### src/rtl/sys2x2_pkg.sv
// ---------------------------------------------------------------------------
// sys2x2_pkg
// Shared types and constants for the 2x2 systolic array sequencer.
//   state_t            : sequencer FSM states
//   FEED_STEPS         : number of skewed feed cycles
//   E00/E01/E10/E11    : element slice indices into a flattened 2x2 matrix
//                        {x11,x10,x01,x00}, x00 in the LSBs
// ---------------------------------------------------------------------------
package sys2x2_pkg;

   typedef enum logic [2:0] {
      ST_IDLE,
      ST_CLEAR,
      ST_FEED,
      ST_DRAIN,
      ST_DONE
   } state_t;

   localparam int FEED_STEPS = 3;

   localparam int E00 = 0;
   localparam int E01 = 1;
   localparam int E10 = 2;
   localparam int E11 = 3;

   // Width of a down-counter that must hold n-1 down to 0.
   function automatic int drain_cnt_w(input int n);
      return (n < 2) ? 1 : $clog2(n + 1);
   endfunction

endpackage

### src/rtl/sys2x2_feed_mux.sv
// ---------------------------------------------------------------------------
// sys2x2_feed_mux
// Combinational step -> array edge value selection for the skewed feed.
// Ports:
//   step      in  2      feed step index (0..2; any other value gives zeros)
//   a_op      in  4*DW   latched A {a11,a10,a01,a00}
//   b_op      in  4*DW   latched B {b11,b10,b01,b00}
//   row0/row1 out DW     A values for the row-0 / row-1 edges
//   col0/col1 out DW     B values for the col-0 / col-1 edges
// ---------------------------------------------------------------------------
module sys2x2_feed_mux
   import sys2x2_pkg::*;
#(
   parameter int DW = 32
) (
   input  logic [1:0]      step,
   input  logic [4*DW-1:0] a_op,
   input  logic [4*DW-1:0] b_op,
   output logic [DW-1:0]   row0,
   output logic [DW-1:0]   row1,
   output logic [DW-1:0]   col0,
   output logic [DW-1:0]   col1
);

   logic [DW-1:0] a00, a01, a10, a11;
   logic [DW-1:0] b00, b01, b10, b11;

   assign a00 = a_op[E00*DW +: DW];
   assign a01 = a_op[E01*DW +: DW];
   assign a10 = a_op[E10*DW +: DW];
   assign a11 = a_op[E11*DW +: DW];
   assign b00 = b_op[E00*DW +: DW];
   assign b01 = b_op[E01*DW +: DW];
   assign b10 = b_op[E10*DW +: DW];
   assign b11 = b_op[E11*DW +: DW];

   // Row 1 and column 1 lag by one step so each PE sees matching k indices.
   always_comb begin
      row0 = '0;
      row1 = '0;
      col0 = '0;
      col1 = '0;
      case (step)
         2'd0: begin
            row0 = a00;
            col0 = b00;
         end
         2'd1: begin
            row0 = a01;
            row1 = a10;
            col0 = b10;
            col1 = b01;
         end
         2'd2: begin
            row1 = a11;
            col1 = b11;
         end
         default: ;
      endcase
   end

endmodule

### src/rtl/systolic_2x2_ctrl.sv
// ---------------------------------------------------------------------------
// systolic_2x2_ctrl
// Sequencer for the 2x2 systolic matrix-multiply array: accepts an operand
// pair, clears the array, streams skewed rows/columns, waits for the drain,
// captures C and presents it over a valid/ready handshake.
// Optional feature macro: SYS2X2_PERF_CNT_EN (adds op_count output).
// Ports:
//   clk                 in  1     clock
//   rst                 in  1     asynchronous active-low reset
//   in_valid/in_ready   in/out    operand handshake (ready only in IDLE)
//   a_mat, b_mat        in  4*DW  flattened {x11,x10,x01,x00}
//   arr_rst             out 1     one-cycle active-high array clear
//   arr_a_row0/1        out DW    A edge feeds
//   arr_b_col0/1        out DW    B edge feeds
//   arr_c00..arr_c11    in  DW    array results
//   out_valid/out_ready out/in    result handshake
//   c_mat               out 4*DW  captured {c11,c10,c01,c00}
//   busy                out 1     high outside IDLE
//   op_count            out 32    completed ops (SYS2X2_PERF_CNT_EN only)
// ---------------------------------------------------------------------------
// state    | meaning
// ---------+---------------------------------------------------------------
// ST_IDLE  | waiting for operands, in_ready high (except first cycle out of reset)
// ST_CLEAR | arr_rst high for one cycle, feeds zero
// ST_FEED  | three skewed feed steps presented on the edge ports
// ST_DRAIN | feeds zero, DRAIN_CYC cycles, C captured on the last one
// ST_DONE  | out_valid high until out_ready
// ---------------------------------------------------------------------------
module systolic_2x2_ctrl
   import sys2x2_pkg::*;
#(
   parameter int DW        = 32,
   parameter int DRAIN_CYC = 2
) (
   input  logic            clk,
   input  logic            rst,
   input  logic            in_valid,
   output logic            in_ready,
   input  logic [4*DW-1:0] a_mat,
   input  logic [4*DW-1:0] b_mat,
   output logic            arr_rst,
   output logic [DW-1:0]   arr_a_row0,
   output logic [DW-1:0]   arr_a_row1,
   output logic [DW-1:0]   arr_b_col0,
   output logic [DW-1:0]   arr_b_col1,
   input  logic [DW-1:0]   arr_c00,
   input  logic [DW-1:0]   arr_c01,
   input  logic [DW-1:0]   arr_c10,
   input  logic [DW-1:0]   arr_c11,
   output logic            out_valid,
   input  logic            out_ready,
   output logic [4*DW-1:0] c_mat,
   output logic            busy
`ifdef SYS2X2_PERF_CNT_EN
   ,
   output logic [31:0]     op_count
`endif
);

   localparam int DCW = drain_cnt_w(DRAIN_CYC);

   state_t          state;
   logic [1:0]      step;    // index of the next feed step to present
   logic [DCW-1:0]  dcnt;
   logic [4*DW-1:0] a_op;
   logic [4*DW-1:0] b_op;
   logic [DW-1:0]   nxt_row0, nxt_row1, nxt_col0, nxt_col1;

   sys2x2_feed_mux #(.DW(DW)) u_feed_mux (
      .step (step),
      .a_op (a_op),
      .b_op (b_op),
      .row0 (nxt_row0),
      .row1 (nxt_row1),
      .col0 (nxt_col0),
      .col1 (nxt_col1)
   );

   always_ff @(posedge clk or negedge rst) begin
      if (!rst) begin
         state      <= ST_IDLE;
         step       <= 2'd0;
         dcnt       <= '0;
         a_op       <= '0;
         b_op       <= '0;
         in_ready   <= 1'b0;
         busy       <= 1'b0;
         arr_rst    <= 1'b0;
         arr_a_row0 <= '0;
         arr_a_row1 <= '0;
         arr_b_col0 <= '0;
         arr_b_col1 <= '0;
         out_valid  <= 1'b0;
         c_mat      <= '0;
`ifdef SYS2X2_PERF_CNT_EN
         op_count   <= 32'd0;
`endif
      end else begin
         case (state)
            ST_IDLE: begin
               if (in_valid && in_ready) begin
                  a_op     <= a_mat;
                  b_op     <= b_mat;
                  step     <= 2'd0;
                  in_ready <= 1'b0;
                  busy     <= 1'b1;
                  arr_rst  <= 1'b1;
                  state    <= ST_CLEAR;
               end else begin
                  in_ready <= 1'b1;
               end
            end
            ST_CLEAR: begin
               arr_rst    <= 1'b0;
               arr_a_row0 <= nxt_row0;
               arr_a_row1 <= nxt_row1;
               arr_b_col0 <= nxt_col0;
               arr_b_col1 <= nxt_col1;
               step       <= step + 2'd1;
               state      <= ST_FEED;
            end
            ST_FEED: begin
               if (step == 2'(FEED_STEPS)) begin
                  arr_a_row0 <= '0;
                  arr_a_row1 <= '0;
                  arr_b_col0 <= '0;
                  arr_b_col1 <= '0;
                  dcnt       <= DCW'(DRAIN_CYC - 1);
                  state      <= ST_DRAIN;
               end else begin
                  arr_a_row0 <= nxt_row0;
                  arr_a_row1 <= nxt_row1;
                  arr_b_col0 <= nxt_col0;
                  arr_b_col1 <= nxt_col1;
                  step       <= step + 2'd1;
               end
            end
            ST_DRAIN: begin
               if (dcnt == '0) begin
                  c_mat     <= {arr_c11, arr_c10, arr_c01, arr_c00};
                  out_valid <= 1'b1;
                  state     <= ST_DONE;
               end else begin
                  dcnt <= dcnt - 1'b1;
               end
            end
            ST_DONE: begin
               if (out_ready) begin
                  out_valid <= 1'b0;
                  busy      <= 1'b0;
                  in_ready  <= 1'b1;
                  state     <= ST_IDLE;
`ifdef SYS2X2_PERF_CNT_EN
                  op_count  <= op_count + 32'd1;
`endif
               end
            end
            default: begin
               state    <= ST_IDLE;
               busy     <= 1'b0;
               in_ready <= 1'b0;
            end
         endcase
      end
   end

endmodule

### config.mk
export PLATFORM = sky130hd
export DESIGN_NAME = systolic_2x2_ctrl
export DESIGN_NICKNAME = d
export VERILOG_FILES = /design/src/rtl/sys2x2_pkg.sv /design/src/rtl/sys2x2_feed_mux.sv /design/src/rtl/systolic_2x2_ctrl.sv
export SDC_FILE = /design/constraint.sdc
export NUM_CORES = 1
export LEC_CHECK = 0
export ABC_AREA = 1
export ABC_CLOCK_PERIOD_IN_PS = 4050
export CAP_MARGIN = 20
export CELL_PAD_IN_SITES_DETAIL_PLACEMENT = 1
export CELL_PAD_IN_SITES_GLOBAL_PLACEMENT = 1
export CORE_MARGIN = 2
export CORE_UTILIZATION = 30
export DETAILED_ROUTE_END_ITERATION = 10
export PLACE_DENSITY = 0.73
export SLEW_MARGIN = 0
export SYNTH_ARGS = -nofsm -noshare
export SYNTH_HDL_FRONTEND = slang
export SYNTH_HIERARCHICAL = 1
export SYNTH_SLANG_ARGS = --single-unit
### constraint.sdc
create_clock -name clk -period 4.05 [get_ports clk]
set_clock_uncertainty 0.05 [all_clocks]
set_input_delay 0.81 -clock clk [delete_from_list [all_inputs] [get_ports clk]]
set_output_delay 0.81 -clock clk [all_outputs]
set_load 0.03 [all_outputs]
# Yosys cells after proc, flatten, opt, wreduce, memory -nomap -nowiden
# Cells that the tools add are included.
# W data, S select, Z words.
[totals]
inputBits = 388
register_bits = 523
word_cells = 81
output_inout_bits = 260
[classes]
bitwise_logic = 1
n_eq_ne = 13
n_reduce_logical = 19
n_mux = 32
addsub = 2
[ops]
columns = ["op", "n"]
rows = [
  ["$pmux W32 S2", 8],
  ["$mux W32", 4],
  ["$pmux W3 S5", 1],
  ["$mux W3", 4],
  ["$ne A2 B2 Y1 const B", 6],
  ["$reduce_and A3 Y1", 4],
  ["$mux W2", 4],
  ["$reduce_and A2 Y1", 4],
  ["$reduce_bool A2 Y1", 4],
  ["$eq A3 B2 Y1 const B", 2],
  ["$pmux W1 S3", 2],
  ["$pmux W2 S3", 1],
  ["$mux W1", 5],
  ["$eq A2 B2 Y1 const B", 2],
  ["$logic_not A2 Y1", 2],
  ["$pmux W1 S2", 2],
  ["$pmux W2 S2", 1],
  ["$reduce_and A4 Y1", 1],
  ["$eq A3 B1 Y1 const B", 1],
  ["$eq A3 B3 Y1 const B", 1],
  ["$logic_not A3 Y1", 1],
  ["$reduce_bool A3 Y1", 1],
  ["$reduce_or A3 Y1", 1],
  ["$add A2 B1 Y2 const B", 1],
  ["4 further kinds", 4],
]

# Longest topological paths before layout
# Gate-level depths: netlist (run 1).
[logic_depth]
word_depth = 4
ltp_mapped = 8
mapped_depth_nobuf = 8

# Modules after synthesis
# Netlist (run 1), hierarchy kept.
[by_module_without_submodules]
columns = ["mod", "cells_per_inst", "area_each_um2", "seq_area_each_um2", "instances"]
rows = [
  ["systolic_2x2_ctrl", 2278, 20817.5, 13087.6, 1],
  ["sys2x2_feed_mux", 424, 1752.9, 0.0, 1],
]

# Worst setup path after synthesis (run 1)
# OpenSTA, ideal clock, no wires.
[synth_timing]
kind = "input-to-reg"
startpoint = "input in_valid"
endpoint = "register a_op[119]"
t_required_ns = 3.869
slack_ns = 2.442
setup_time_ns = 0.131
t_arrival_ns = 1.428
path_stages = 5
n_path_buf = 2
cell_sequence = "nand4_4 -> buf_2 -> buf_2 -> nand2_1 -> o21ai_0"
[synth_between]
elab_chain_len = 2
[synth_lines]
columns = ["element", "line_no", "rtl"]
rows = [
  ["start, declared", "systolic_2x2_ctrl.sv:37", "input logic in_valid,"],
  ["$logic_and A1 B1 Y1", "systolic_2x2_ctrl.sv:101", "if (in_valid && in_ready) begin"],
  ["$reduce_and A2 Y1 (no line)", "n/a", ""],
  ["end signal, assigned", "systolic_2x2_ctrl.sv:102", "a_op <= a_mat;"],
  ["end, declared", "systolic_2x2_ctrl.sv:65", "logic [4*DW-1:0] a_op;"],
]
# No other way between the ends.
# A chain may end at the register's enable or synchronous reset.

# Worst setup path in the final report (run 1)
[layout_timing]
startpoint = "register state[1]"
endpoint = "register arr_b_col0[10]"
[layout_between]
elab_chain_len = 2
word_cells_on_any_way = 4
cone_classes = "eq/ne: 2; mux: 1; reduce/logical: 1"
[layout_lines]
columns = ["element", "line_no", "rtl"]
rows = [
  ["start, declared", "systolic_2x2_ctrl.sv:62", "state_t state;"],
  ["start signal, assigned", "systolic_2x2_ctrl.sv:81", "state <= ST_IDLE;"],
  ["start signal, assigned", "systolic_2x2_ctrl.sv:108", "state <= ST_CLEAR;"],
  ["start signal, assigned", "systolic_2x2_ctrl.sv:120", "state <= ST_FEED;"],
  ["$eq A3 B2 Y1 or $eq A3 B1 Y1 (tied branches)", "systolic_2x2_ctrl.sv:99", "case (state)"],
  ["$pmux W32 S2 or $reduce_bool A2 Y1 (tied branches)", "n/a", ""],
  ["end signal, assigned", "systolic_2x2_ctrl.sv:117", "arr_b_col0 <= nxt_col0;"],
  ["end signal, assigned", "systolic_2x2_ctrl.sv:133", "arr_b_col0 <= nxt_col0;"],
  ["end, declared", "systolic_2x2_ctrl.sv:44", "output logic [DW-1:0] arr_b_col0,"],
]
# Several ways; a longest one is shown, not always the timed one.

==> impl_results.html, run 1 <==
<table>
<tr><th>Metric</th><th>Value</th></tr>
<tr><th colspan="2">Placed design</th></tr>
<tr><td>Buffers on Ports</td><td>647</td></tr>
<tr><td>Final weighted congestion in routability-driven placement</td><td>0.812</td></tr>
<tr><td>Placed Cells</td><td>4,172</td></tr>
<tr><td>DP HPWL</td><td>57,800 µm</td></tr>
<tr><td>Setup slack at placement</td><td>1.12 ns</td></tr>
<tr><td>Post-DP Area</td><td>29,900 µm²</td></tr>
<tr><th colspan="2">Routing</th></tr>
<tr><td>Via count normalized by instance count</td><td>4.71</td></tr>
<tr><td>Overall via count from detail_route</td><td>20,200</td></tr>
<tr><td>Overall routed net length</td><td>84,800 µm</td></tr>
<tr><td>Wire length per cell</td><td>19.8 µm</td></tr>
<tr><td>ANT nets after route</td><td>0</td></tr>
<tr><td>DR pass1 iterations</td><td>6</td></tr>
<tr><td>Drt drc</td><td>0</td></tr>
<tr><td>Number of DRC markers in iteration 0</td><td>1,217</td></tr>
<tr><th colspan="2">Floorplanning</th></tr>
<tr><td>Initial standard-cell utilization of the core</td><td>30.3%</td></tr>
<tr><td>CORE AREA</td><td>74,400 µm²</td></tr>
<tr><td>Die Outline Area</td><td>77,400 µm²</td></tr>
<tr><td>Boundary pin count</td><td>648</td></tr>
<tr><td>Die width</td><td>278 µm</td></tr>
<tr><td>Floorplan die height</td><td>278 µm</td></tr>
<tr><td>Number of rows in the core area</td><td>100</td></tr>
<tr><th colspan="2">Critical path</th></tr>
<tr><td>Max Fanout on Critical Path</td><td>88</td></tr>
<tr><td>Slowest stage cell on the critical path</td><td>sky130_fd_sc_hd__nand2_8</td></tr>
<tr><td>CP Data Arrival Time</td><td>3.25 ns</td></tr>
<tr><td>Critical path class</td><td>reg -&gt; reg</td></tr>
<tr><td>Critical path launch point type</td><td>register</td></tr>
<tr><td>Worst EP required</td><td>4.54 ns</td></tr>
<tr><td>Critical path endpoint category</td><td>register</td></tr>
<tr><td>Biggest cell delay along the critical path</td><td>0.77 ns</td></tr>
<tr><td>Crit-path cells</td><td>inv_1, nand3_4, nand2_8, buf_4, nand3_1, nand2_1</td></tr>
<tr><th colspan="2">Global route</th></tr>
<tr><td>Total grt overflow</td><td>0</td></tr>
<tr><td>Wire length of the first global-routing pass</td><td>130,000 µm</td></tr>
<tr><td>Via count of the first global-routing pass</td><td>21,300</td></tr>
<tr><td>Maximum number of pins on one net before global-route repair</td><td>130</td></tr>
<tr><td>GR Util All Layers</td><td>21.6%</td></tr>
<tr><td>Number of antenna violations at the first check in global routing</td><td>19</td></tr>
<tr><th colspan="2">Clocking</th></tr>
<tr><td>Clock-pin slew of the registers on the worst-case setup and hold paths</td><td>0.06 ns</td></tr>
<tr><td>Max Root-Sink Buffers</td><td>3</td></tr>
<tr><td>Inserted Clock Buffers</td><td>61</td></tr>
<tr><td># H-tree levels</td><td>2</td></tr>
<tr><td>Post-CTS setup buffers</td><td>0</td></tr>
<tr><td>Clock tree sinks</td><td>523</td></tr>
<tr><td>Clock latency at the later pin of the worst-skew pair</td><td>0.61 ns</td></tr>
<tr><td>Number of gates given a new drive strength after cts</td><td>0</td></tr>
<tr><td>Clock tree from TritonCTS</td><td>done</td></tr>
<tr><td>CTS root buf</td><td>sky130_fd_sc_hd__clkbuf_16</td></tr>
<tr><td>Post-cts hold buffer count</td><td>0</td></tr>
<tr><th colspan="2">STA</th></tr>
<tr><td>Final clock period utilization by the worst path</td><td>68.4%</td></tr>
<tr><td>Measured slew at the worst slew-check pin</td><td>1.04 ns</td></tr>
<tr><td>WHS</td><td>0.170 ns</td></tr>
<tr><td>Setup Total Neg Slack</td><td>0 ns</td></tr>
<tr><td>FMAX</td><td>361 MHz</td></tr>
<tr><td>Count of endpoints failing setup in the final report</td><td>0</td></tr>
<tr><td>Final Max Slew Viols</td><td>0</td></tr>
<tr><td>Relative max-transition margin</td><td>31.0%</td></tr>
<tr><td>Min Clock Period, post-route</td><td>2.77 ns</td></tr>
<tr><td>Unrepaired setup endpoints after global routing</td><td>false</td></tr>
<tr><td>Worst Setup Slack, final</td><td>1.28 ns</td></tr>
<tr><td>Final hold viol count</td><td>0</td></tr>
<tr><th colspan="2">Final layout</th></tr>
<tr><td>Share of the core filled with cells in the final layout</td><td>42.8%</td></tr>
<tr><td>FF/Latch Area</td><td>13,100 µm²</td></tr>
<tr><td>Number of cells in the finished layout apart from fillers</td><td>4,292</td></tr>
<tr><td>Syn-to-layout area delta</td><td>41.2%</td></tr>
<tr><td>Footprint of the multi-input gates</td><td>7540 µm²</td></tr>
<tr><td>Commonest non-fill, non-tap cell in the layout</td><td>sky130_fd_sc_hd__nand2_1</td></tr>
<tr><td>Design area</td><td>31,900 µm²</td></tr>
<tr><td># fillers</td><td>8,703</td></tr>
<tr><td>Share of final-layout standard cells stronger than drive strength 1</td><td>4.56%</td></tr>
<tr><td>Top library cells by usage in the layout, fill and taps aside</td><td>987 x sky130_fd_sc_hd__nand2_1, 646 x sky130_fd_sc_hd__clkdlybuf4s50_1, 523 x sky130_fd_sc_hd__dfrtp_1</td></tr>
<tr><td>Net count of the finished layout</td><td>3,659</td></tr>
<tr><th colspan="2">Synth</th></tr>
<tr><td>Most instantiated flip-flop cell in the synthesis netlist</td><td>sky130_fd_sc_hd__dfrtp_1</td></tr>
<tr><td>Mean instance size in the synthesized netlist</td><td>8.35 µm²</td></tr>
<tr><td>Synthesized area</td><td>22,600 µm²</td></tr>
<tr><td>Count of yosys warnings during synthesis</td><td>6</td></tr>
<tr><td>Share of the synthesized area in the top cell type</td><td>58.0%</td></tr>
<tr><td>Post-synthesis async set-or-reset flop share</td><td>100%</td></tr>
<tr><td>Synthesized netlist net count</td><td>3,095</td></tr>
<tr><td>Number of enable-type register cells in the synthesized netlist</td><td>0</td></tr>
<tr><td>Largest cells by area after synthesis</td><td>sky130_fd_sc_hd__dfrtp_1 58%, sky130_fd_sc_hd__nand2_1 16%, sky130_fd_sc_hd__nand3_1 8.7%</td></tr>
<tr><td>Post-synthesis cell type count</td><td>20</td></tr>
<tr><td>Yosys top cell by area</td><td>sky130_fd_sc_hd__dfrtp_1</td></tr>
<tr><td>Number of register bits inferred by synthesis</td><td>523</td></tr>
<tr><td>Number of instances in the synthesized netlist</td><td>2,702</td></tr>
<tr><td>Sequential fraction of the synthesis area</td><td>58.0%</td></tr>
<tr><th colspan="2">Power</th></tr>
<tr><td>Final Power</td><td>25.6 mW</td></tr>
<tr><td>Maximum vdd ir drop</td><td>626 µV</td></tr>
<tr><td>Static Leak</td><td>15.8 nW</td></tr>
<tr><td>Power per unit of standard cell area</td><td>802 nW/µm²</td></tr>
<tr><th colspan="2">Outcome</th></tr>
<tr><td>Result of the run</td><td>finished clean</td></tr>
<tr><th colspan="2">Min path</th></tr>
<tr><td>Hold crit path type</td><td>in -&gt; async</td></tr>
<tr><th colspan="2">Run</th></tr>
<tr><td>Max capacitance violation total</td><td>0</td></tr>
</table>
[cell usage after synthesis (2+ instances only)]
master and number:
sky130_fd_sc_hd__ha_1 5, sky130_fd_sc_hd__inv_2 2, sky130_fd_sc_hd__o21ai_0 189, sky130_fd_sc_hd__buf_2 117, sky130_fd_sc_hd__buf_1 2, sky130_fd_sc_hd__nand2_1 989, sky130_fd_sc_hd__inv_1 266, sky130_fd_sc_hd__buf_4 21
sky130_fd_sc_hd__a21oi_1 65, sky130_fd_sc_hd__o21ai_1 73, sky130_fd_sc_hd__nand3_1 393, sky130_fd_sc_hd__dfrtp_1 523, sky130_fd_sc_hd__nor2_2 2, sky130_fd_sc_hd__clkbuf_1 36, sky130_fd_sc_hd__nor2_1 2, sky130_fd_sc_hd__buf_6 13
[path summary, 6_finish.rpt]
path,from,endpoint,slack (ns),cells past startpoint
max in group asynchronous,rst,arr_a_row0[9]$_DFFE_PN0P_,2.76,3
max,state[1]$_DFFE_PN0P_,arr_b_col0[10]$_DFFE_PN0P_,1.28,6
min,rst,arr_b_col0[11]$_DFFE_PN0P_,0.17,1
min in group clk,c_mat[66]$_DFFE_PN0P_,c_mat[66]$_DFFE_PN0P_,0.42,2
max reg2reg,state[1]$_DFFE_PN0P_,arr_b_col0[10]$_DFFE_PN0P_,1.28,6
min reg2reg,c_mat[66]$_DFFE_PN0P_,c_mat[66]$_DFFE_PN0P_,0.42,2
[logic make-up after synthesis]
family | after synthesis | share of synthesized area [%]
AND/OR/NAND/NOR | 1389 | 25.4
adder cells (fa/ha/maj) | 5 | 0.277
buffers and inverters | 457 | 9.03
flip-flops | 523 | 58.0
AO/OA/AOI/OAI | 328 | 7.28
[per-layer routing]
layer,up-vias,wire [µm],GRT usage [%]
met3,174,4020,3.74
li1,9619,-,-
met2,462,41800,36.2
met4,18,2930,8.50
met1,9955,35900,27.7
met5,-,122,0
[worst max-delay path, delay by kind of cell (launching register included)]
family,cells,cell delay [ns]
buffers and inverters,2,0.62
AND/OR/NAND/NOR,4,1.48
flip-flops,1,0.53
[final cells by class]
type	instances	area share (%)
Sequential cell	523	41.1
Multi-Input combinational cell	1722	23.7
Timing Repair Buffer	690	22.1
Clock buffer	97	5.75
Tap cell	969	3.80
Inverter	268	3.16
Clock inverter	14	0.416
Antenna cell	9	0.0706
[flip-flops by register name, summed over array words and instances, names as in the netlist]
register,cells
a_op,128
arr_a_row0,32
arr_a_row1,32
arr_b_col0,32
arr_b_col1,32
arr_rst,1
b_op,128
busy,1
c_mat,128
dcnt,2
in_ready,1
out_valid,1
state,3
step,2
[power breakdown]
part	switching (mW)	leakage [nW]	total [mW]	internal, mW
sequential	1.35	6.65	8.86	7.51
combinational	7.31	8.16	11.2	3.92
clock	2.26	0.953	5.46	3.20
Note: power is estimated with default switching activity, not from simulation.
==> run 2, diff against run 1 <==
--- a/config.mk
+++ b/config.mk
@@ -6,14 +6,14 @@
 export NUM_CORES = 1
 export LEC_CHECK = 0
 export ABC_AREA = 1
-export ABC_CLOCK_PERIOD_IN_PS = 4050
+export ABC_CLOCK_PERIOD_IN_PS = 2330
 export CAP_MARGIN = 20
 export CELL_PAD_IN_SITES_DETAIL_PLACEMENT = 1
 export CELL_PAD_IN_SITES_GLOBAL_PLACEMENT = 1
 export CORE_MARGIN = 2
 export CORE_UTILIZATION = 30
 export DETAILED_ROUTE_END_ITERATION = 10
-export PLACE_DENSITY = 0.73
+export PLACE_DENSITY = 0.75
 export SLEW_MARGIN = 0
 export SYNTH_ARGS = -nofsm -noshare
 export SYNTH_HDL_FRONTEND = slang
==> constraint.sdc (replaced) <==
create_clock -name clk -period 2.33 [get_ports clk]
set_clock_uncertainty 0.05 [all_clocks]
set_input_delay 0.466 -clock clk [delete_from_list [all_inputs] [get_ports clk]]
set_output_delay 0.466 -clock clk [all_outputs]
set_load 0.03 [all_outputs]
==> run 2 against run 1 <==
Register-to-register slack got worse by 0.86 ns; first-iteration DRC count grew 9.8%; wire length is 1.1% higher; cell area grew 1.5%; global-route usage up 0.20 points.
==> impl_results.html, run 2 (same netlist as run 1, synthesis figures left out) <==
<table>
<tr><th>Metric</th><th>Value</th></tr>
<tr><th colspan="2">Global route</th></tr>
<tr><td>Total grt overflow</td><td>0</td></tr>
<tr><td>Wire length of the first global-routing pass</td><td>131,000 µm</td></tr>
<tr><td>GR Util All Layers</td><td>21.8%</td></tr>
<tr><td>Maximum number of pins on one net before global-route repair</td><td>130</td></tr>
<tr><td>Via count of the first global-routing pass</td><td>21,400</td></tr>
<tr><td>Number of antenna violations at the first check in global routing</td><td>8</td></tr>
<tr><th colspan="2">Critical path</th></tr>
<tr><td>Max Fanout on Critical Path</td><td>2</td></tr>
<tr><td>Number of cells on the critical path</td><td>1</td></tr>
<tr><td>Crit-path cells</td><td>clkdlybuf4s50_1</td></tr>
<tr><td>Critical path class</td><td>reg -&gt; out</td></tr>
<tr><td>Crit path buf inv count</td><td>1</td></tr>
<tr><td>CP Data Arrival Time</td><td>1.78 ns</td></tr>
<tr><td>Dominant delay contributor by cell family on the critical path</td><td>buffers and inverters</td></tr>
<tr><td>Critical path endpoint category</td><td>primary output</td></tr>
<tr><td>Worst EP required</td><td>1.81 ns</td></tr>
<tr><td>Critical path launch point type</td><td>register</td></tr>
<tr><td>Number of cell instances on the worst register-to-register path</td><td>6</td></tr>
<tr><td>Biggest cell delay along the critical path</td><td>0.82 ns</td></tr>
<tr><td>Slowest stage cell on the critical path</td><td>sky130_fd_sc_hd__clkdlybuf4s50_1</td></tr>
<tr><th colspan="2">Routing</th></tr>
<tr><td>WL met2</td><td>42,900 µm</td></tr>
<tr><td>ANT nets after route</td><td>0</td></tr>
<tr><td>DR pass1 iterations</td><td>5</td></tr>
<tr><td>Number of DRC markers in iteration 0</td><td>1,336</td></tr>
<tr><td>Drt drc</td><td>0</td></tr>
<tr><td>Overall via count from detail_route</td><td>20,500</td></tr>
<tr><td>Wire length per cell</td><td>19.8 µm</td></tr>
<tr><td>Total met3 wirelength after detailed routing</td><td>3880 µm</td></tr>
<tr><td>Met1 layer wirelength in the final routing</td><td>36,100 µm</td></tr>
<tr><td>Via count normalized by instance count</td><td>4.74</td></tr>
<tr><td>Overall routed net length</td><td>85,700 µm</td></tr>
<tr><td>Highest metal layer with signal wires</td><td>met5</td></tr>
<tr><th colspan="2">Placed design</th></tr>
<tr><td>Buffers on Ports</td><td>647</td></tr>
<tr><td>Setup slack at placement</td><td>0.337 ns</td></tr>
<tr><td>DP HPWL</td><td>58,000 µm</td></tr>
<tr><td>Post-DP Area</td><td>30,300 µm²</td></tr>
<tr><td>Final weighted congestion in routability-driven placement</td><td>0.808</td></tr>
<tr><th colspan="2">Clocking</th></tr>
<tr><td>Clock tree sinks</td><td>523</td></tr>
<tr><td>CTS root buf</td><td>sky130_fd_sc_hd__clkbuf_16</td></tr>
<tr><td>Clock tree from TritonCTS</td><td>done</td></tr>
<tr><td>Inserted Clock Buffers</td><td>61</td></tr>
<tr><td>Clock latency at the later pin of the worst-skew pair</td><td>0.62 ns</td></tr>
<tr><td>Max Root-Sink Buffers</td><td>3</td></tr>
<tr><td># H-tree levels</td><td>2</td></tr>
<tr><td>Clock-pin slew of the registers on the worst-case setup and hold paths</td><td>0.06 ns</td></tr>
<tr><th colspan="2">Outcome</th></tr>
<tr><td>Result of the run</td><td>finished clean</td></tr>
<tr><th colspan="2">STA</th></tr>
<tr><td>Relative max-transition margin</td><td>47.3%</td></tr>
<tr><td>Worst Setup Slack, final</td><td>0.0381 ns</td></tr>
<tr><td>Min Clock Period, post-route</td><td>2.29 ns</td></tr>
<tr><td>WHS</td><td>0.319 ns</td></tr>
<tr><td>FMAX</td><td>436 MHz</td></tr>
<tr><td>Final hold viol count</td><td>0</td></tr>
<tr><td>Measured slew at the worst slew-check pin</td><td>0.791 ns</td></tr>
<tr><td>Count of endpoints failing setup in the final report</td><td>0</td></tr>
<tr><td>Final clock period utilization by the worst path</td><td>98.4%</td></tr>
<tr><td>Final Max Slew Viols</td><td>0</td></tr>
<tr><td>Unrepaired setup endpoints after global routing</td><td>false</td></tr>
<tr><td>Setup Total Neg Slack</td><td>0 ns</td></tr>
<tr><th colspan="2">Floorplanning</th></tr>
<tr><td>Die width</td><td>278 µm</td></tr>
<tr><td>Die Outline Area</td><td>77,400 µm²</td></tr>
<tr><td>Initial standard-cell utilization of the core</td><td>30.3%</td></tr>
<tr><td>Number of rows in the core area</td><td>100</td></tr>
<tr><td>CORE AREA</td><td>74,400 µm²</td></tr>
<tr><td>Floorplan die height</td><td>278 µm</td></tr>
<tr><td>Boundary pin count</td><td>648</td></tr>
<tr><th colspan="2">Final layout</th></tr>
<tr><td>Commonest non-fill, non-tap cell in the layout</td><td>sky130_fd_sc_hd__nand2_1</td></tr>
<tr><td>Net count of the finished layout</td><td>3,687</td></tr>
<tr><td>Syn-to-layout area delta</td><td>43.3%</td></tr>
<tr><td>Share of final-layout standard cells stronger than drive strength 1</td><td>5.62%</td></tr>
<tr><td>Registers with the highest flip-flop counts</td><td>a_op x128, b_op x128, c_mat x128</td></tr>
<tr><td>Top library cells by usage in the layout, fill and taps aside</td><td>987 x sky130_fd_sc_hd__nand2_1, 635 x sky130_fd_sc_hd__clkdlybuf4s50_1, 523 x sky130_fd_sc_hd__dfrtp_1</td></tr>
<tr><td>Design area</td><td>32,300 µm²</td></tr>
<tr><th colspan="2">Power</th></tr>
<tr><td>Static Leak</td><td>16.1 nW</td></tr>
<tr><td>Power per unit of standard cell area</td><td>1400 nW/µm²</td></tr>
<tr><td>Maximum vdd ir drop</td><td>875 µV</td></tr>
<tr><th colspan="2">Run</th></tr>
<tr><td>Max capacitance violation total</td><td>0</td></tr>
<tr><th colspan="2">Min path</th></tr>
<tr><td>Hold crit path type</td><td>in -&gt; async</td></tr>
</table>
## run 2: changes by cell type in the layout (fill, tap and decap cells not counted), sizes merged, moves of 3 or more
cell,delta
clkbuf,-14
inv,+3
clkdlybuf4s50,-11
dlygate4sd2,+10
diode,-3
clkinv,+14
clkinvlp,-3
buf,+27
## run 2: power by group
group	switching, mW	leakage, nW	total [mW]	internal, mW
clock	4.01	0.999	9.58	5.58
sequential	2.32	6.65	15.4	13.1
combinational	13.1	8.43	20.3	7.25
## run 2: per-layer routing
| metal | vias up | GRT usage, % |
|---|---|---|
| li1 | 9685 | - |
| met1 | 10100 | 28.3 |
| met2 | 496 | 36.6 |
| met3 | 152 | 3.48 |
| met4 | 6 | 8.02 |
| met5 | - | 0 |
## run 2: final cells by class
class,count,area [µm²]
Fill cell,8676,42100
Tap cell,969,1210
Multi-Input combinational cell,1722,7530
Sequential cell,523,13100
Inverter,268,1010
Clock buffer,83,1750
Antenna cell,6,15.0
Timing Repair Buffer,718,7490
Clock inverter,29,244
## run 2: what timing repair did
item / CTS / global route
endpoints found under the setup margin: 10 / 1
hold buffers: 1 / 0
resized for setup: 10 / 1
endpoints found under the hold margin: 29 / 0
buffers inserted: 0 / 0
## run 2: worst paths after layout
path,from,end,slack (ns)
min in group clk,a_mat[4],a_op[4]$_DFFE_PN0P_,0.33
worst max-delay path,c_mat[32]$_DFFE_PN0P_,c_mat[32],0.04
max in group asynchronous,rst,arr_a_row1[10]$_DFFE_PN0P_,1.07
worst min-delay path,rst,b_op[0]$_DFFE_PN0P_,0.32
worst min register to register,c_mat[76]$_DFFE_PN0P_,c_mat[76]$_DFFE_PN0P_,0.42
worst max register to register,state[2]$_DFFE_PN0P_,step[1]$_DFFE_PN0P_,0.42
## run 2: per-stage QoR
stage	total power, mW	instances	util, %
final	45.3	4318	43.4
after global routing	48.2	4317	43.4
after CTS	45.9	4312	43.4
after detailed placement	36.0	4199	40.7
after global placement	35.4	4199	40.7
after floorplan	26.8	2702	-
